## src/rtl/debounce_multi.sv

```systemverilog
// Multi-channel button debouncer: 2-flop synchroniser, stability counter,
// edge pulses, long-press detection and saturating press counters per channel.
module debounce_multi #(
  parameter int N      = 4,
  parameter int STABLE = 8,
  parameter int LONG   = 1000,
  parameter int CTR_W  = 16
) (
  input  logic             clk,
  input  logic             rst,
  input  logic [N-1:0]     i,
  input  logic [N-1:0]     clr,
  output logic [N-1:0]     st_o,
  output logic [N-1:0]     up_o,
  output logic [N-1:0]     dn_o,
  output logic [N-1:0]     lp_o,
  output logic [N*CTR_W-1:0] cnt_o
);

  localparam int SW = $clog2(STABLE + 1);
  localparam int HW = $clog2(LONG + 1);
  localparam logic [SW-1:0]    STAB_MAX = SW'(STABLE - 1);
  localparam logic [HW-1:0]    HOLD_MAX = HW'(LONG);
  localparam logic [HW-1:0]    HOLD_PRE = HW'(LONG - 1);
  localparam logic [CTR_W-1:0] CNT_MAX  = '1;

  logic [N-1:0]     r_s1;
  logic [N-1:0]     r_s2;
  logic [N-1:0]     r_st;
  logic [N-1:0]     r_up;
  logic [N-1:0]     r_dn;
  logic [N-1:0]     r_lp;
  logic [SW-1:0]    r_stab [N];
  logic [HW-1:0]    r_hold [N];
  logic [CTR_W-1:0] r_cnt  [N];

  logic [N-1:0] w_diff;
  logic [N-1:0] w_flip;
  logic [N-1:0] w_rise;
  logic [N-1:0] w_fall;

  always_comb begin
    w_diff = '0;
    w_flip = '0;
    w_rise = '0;
    w_fall = '0;
    for (int k = 0; k < N; k++) begin
      w_diff[k] = r_s2[k] ^ r_st[k];
      w_flip[k] = w_diff[k] && (r_stab[k] == STAB_MAX);
      w_rise[k] = w_flip[k] && !r_st[k];
      w_fall[k] = w_flip[k] && r_st[k];
    end
  end

  always_ff @(posedge clk) begin
    if (rst) begin
      r_s1 <= '0;
      r_s2 <= '0;
      r_st <= '0;
      r_up <= '0;
      r_dn <= '0;
      r_lp <= '0;
      for (int k = 0; k < N; k++) begin
        r_stab[k] <= '0;
        r_hold[k] <= '0;
        r_cnt[k]  <= '0;
      end
    end else begin
      r_s1 <= i;
      r_s2 <= r_s1;
      r_st <= r_st ^ w_flip;
      r_up <= w_rise;
      r_dn <= w_fall;
      for (int k = 0; k < N; k++) begin
        // Any agreement between input and state restarts the qualification window.
        if (!w_diff[k] || w_flip[k])
          r_stab[k] <= '0;
        else
          r_stab[k] <= r_stab[k] + SW'(1);

        if (!r_st[k] || w_fall[k])
          r_hold[k] <= '0;
        else if (r_hold[k] != HOLD_MAX)
          r_hold[k] <= r_hold[k] + HW'(1);

        // Hold counter saturates at LONG, so LONG-1 is seen once per press.
        r_lp[k] <= r_st[k] && !w_fall[k] && (r_hold[k] == HOLD_PRE);

        if (clr[k])
          r_cnt[k] <= '0;
        else if (w_rise[k] && (r_cnt[k] != CNT_MAX))
          r_cnt[k] <= r_cnt[k] + CTR_W'(1);
      end
    end
  end

  assign st_o = r_st;
  assign up_o = r_up;
  assign dn_o = r_dn;
  assign lp_o = r_lp;

  always_comb begin
    cnt_o = '0;
    for (int k = 0; k < N; k++) cnt_o[k*CTR_W +: CTR_W] = r_cnt[k];
  end

endmodule

```

## config.mk

```make
export PLATFORM = sky130hd
export DESIGN_NAME = debounce_multi
export DESIGN_NICKNAME = d
export VERILOG_FILES = /design/src/rtl/debounce_multi.sv
export SDC_FILE = /design/constraint.sdc
export NUM_CORES = 1
export LEC_CHECK = 0
export CAP_MARGIN = 20
export CORE_ASPECT_RATIO = 0.9
export CORE_MARGIN = 5
export CORE_UTILIZATION = 45
export CTS_BUF_LIST = sky130_fd_sc_hd__clkbuf_8 sky130_fd_sc_hd__clkbuf_16
export DETAILED_ROUTE_END_ITERATION = 10
export PLACE_DENSITY = 0.67
export SYNTH_ARGS = -nofsm -noshare
export SYNTH_HDL_FRONTEND = slang
export SYNTH_SLANG_ARGS = --single-unit
```

## constraint.sdc

```tcl
create_clock -name clk -period 8.31 [get_ports clk]
set_input_delay 2.0775 -clock clk [delete_from_list [all_inputs] [get_ports clk]]
set_output_delay 2.0775 -clock clk [all_outputs]
set_load 0.01 [all_outputs]
```

==> flow_summary.yaml <==
synthesis:
  syn_area_per_cell_um2: 11.04
  syn_area_um2: 7387
  synth.distinct_cells: 51
  synth_area_leaders: "edfxtp_1 49%, dfxtp_1 6.5%, xnor2_1 5.9%"
  synth_commonest_cells: "120 x edfxtp_1, 109 x nor2_1, 50 x xnor2_1, 41 x xor2_1, 38 x nand3_1"
  yosysSeqAreaShare_pct: 55.28
  synth_edf_count: 120
  synthFlopType: "edfxtp_1"
  yosysWarningCount: 0
  synthCells: 669
  synth_top_cell_by_area: "edfxtp_1"
  async_reset_ff_share_pct: 0
  yosys.area.top_type_share_pct: 48.78
  synth.most_common_cell: "edfxtp_1"
  synth_seq_cells: 144
worst_setup_path:
  critPathSlowestCell: "or3_1"
  cp_max_fo: 37
  crit_type: "input pin to register"
  crit_path_end_kind: "register"
  worstPathArrival_ns: 3.87
  cpPeakStageDelay_ns: 0.55
  crit_required_ns: 8.36
  cp_cell_sequence: "clkdlybuf4s50_1, buf_4, or3_4, a31oi_1, or3_1"
  start_kind: "input pin"
place:
  io_buffers: 89
  place_congestion: 0.8130
  place_hpwl_um: 10150
final_layout:
  syn_to_final_growth_pct: 22.44
  drive_above_1_share_pct: 7.206
  fillerInstances: 1391
  antennaDiodeCount: 0
  nets: 804
power_and_ir_drop:
  ir_worst_vdd_mv: 0.1461
  leakage_nw: 3.114
  power_w: 0.001567
  p_per_area_nw_per_um2: 173.2
timing:
  setup_viol: 0
  max_freq_mhz: 261.7
  clock_skew_ns: 0.007305
  min_period_ns: 3.821
  drv_slew: 0
  maxSlewHeadroom_pct: 32.82
  min_period_over_period_pct: 45.99
  rsz0062_at_grt: "false"
  hold_violations: 0
  setup_tns_ns: 0
  worst_slew_pin_slew_ns: 1.007
routing:
  drt-vias-per-instance: 5.139
  wl_um: 14310
  drt-initial-drc-count: 234
  first_pass_iters: 4
  drc: 0
  wl_per_cell_um: 14.33
  num_vias: 5129
  final_antenna_net_count: 0
flow_run:
  maxCapViolCount: 0
clocking:
  post_cts_resize_count: 0
  clk_pin_slew_ns: 0.05
  cts_num_sinks: 144
  postCtsSetupBuffers: 0
  cts_root_buffer: "clkbuf_16"
  cts_tree: "done"
  cts_max_level: 4
  cts_made_buffers: 17
  clk_latency_ns: 0.42
  cts_hold_buf: 0
  clockBufferDepth: 2
floorplanning:
  coreArea_um2: 16130
  die_h_um: 131.6
  rows: 44
  die-area_um2: 19080
  start_util_pct: 45.80
  die_x_um: 145.1
  design.portCount: 90
global_route:
  grt_overflow: 0
  antenna_found_initial: 0
  grt_pass1_wl_um: 24180
  grt_max_degree: 38
  track_usage_pct: 15.17
  grt_pass1_vias: 5024
worst_hold_path:
  hp-class: "register to register"
outcome:
  outcome: "complete, no violations"
-- report_power, final --
| part | switching, W | internal, W | leakage (nW) |
|---|---|---|---|
| sequential | 0.0000216 | 0.000796 | 1.57 |
| combinational | 0.0000353 | 0.0000390 | 1.26 |
| clock | 0.000278 | 0.000396 | 0.288 |
| total | 0.000335 | 0.00123 | 3.11 |
-- sequential cells by signal (all words and copies together) (netlist names), named ones only --
name / cells
r_s1: 4
r_cnt: 64
r_s2: 4
up_o: 4
lp_o: 4
dn_o: 4
r_hold: 40
r_stab: 16
-- worst max-delay path: cells and delay by family --
family                 cells  cell delay [ns]
buffers and inverters      2             0.63
and+or+nand+nor            2             0.99
AOI/OAI and AO/OA          1             0.15
-- kinds of logic (layout without fill, tap and decap cells) --
group           count (synthesis)  in the layout  synth area share, %
simple gates                  332            332                24.64
flops                         144            144                55.28
xor+xnor                       91             91                10.79
fa+ha+maj                      16             16                2.710
compound gates                 37             37                3.337
other cells                     1             16              0.05076
buf+inv                        44            151                2.642
mux                             4              4               0.5420
-- metal layers --
layer / track usage, % / part of all wire, % / wire length (um) / up-vias
met2: 25.08 / 49 / 7005 / 86
met5: 0 / 0 / 0 / -
met3: 4.752 / 4.9 / 698 / 9
li1: - / - / - / 2566
met1: 19.31 / 46 / 6512 / 2468
met4: 4.249 / 0.62 / 89 / 0
-- stage by stage --
step                      util (%)  cell area, um2  setup slack, ns  std cells  hold slack [ns]
after floorplan                  -            7443            4.739        684           0.4138
after global placement       52.83            8522            4.100        966           0.4223
after detailed placement     52.83            8522            4.054        966           0.4285
after CTS                    56.07            9045            4.488        998           0.4420
after global routing         56.07            9045            4.413        998           0.4641
final                        56.07            9045            4.489        998           0.4348
-- final timing paths --
check | endpoint | cells past startpoint | slack, ns | startpoint
max reg2reg | r_cnt[1][6] | 4 | 6.01 | r_cnt[1][2]
min reg2reg | r_s2[1] | 1 | 0.43 | r_s1[1]
min | r_s2[1] | 1 | 0.43 | r_s1[1]
max | r_cnt[2][12] | 5 | 4.49 | rst
-- layout by cell type (no fill, tap or decap), types with 5 or more instances in the layout --
master           count
nor3b_1              5
or3_1                6
inv_1               35
clkdlybuf4s50_1     89
nor4_1              13
clkbuf_16           18
nor3_1              22
nor2_1             109
nor2b_1             13
and2_1               5
dfxtp_1             24
conb_1              16
nand4_1             19
a21oi_1             10
nand3_1             38
edfxtp_1           120
and3_1              11
xor2_1              41
ha_1                16
o21ai_0             10
and4_1               6
nand2_1             37
nor2_4              16
nand2b_1             6
xnor2_1             50
-- final cells by class --
type                            instances  area [um2]  share of cell area, %
Sequential cell                       144        4084                  45.15
Multi-Input combinational cell        496        3164                  34.98
Timing Repair Buffer                   92       913.4                  10.10
Clock buffer                           19       464.2                  5.132
Tap cell                              207       259.0                  2.863
Inverter                               27       101.3                  1.120
Clock inverter                         13       58.81                 0.6502
Power figures use the tool's default switching activity.
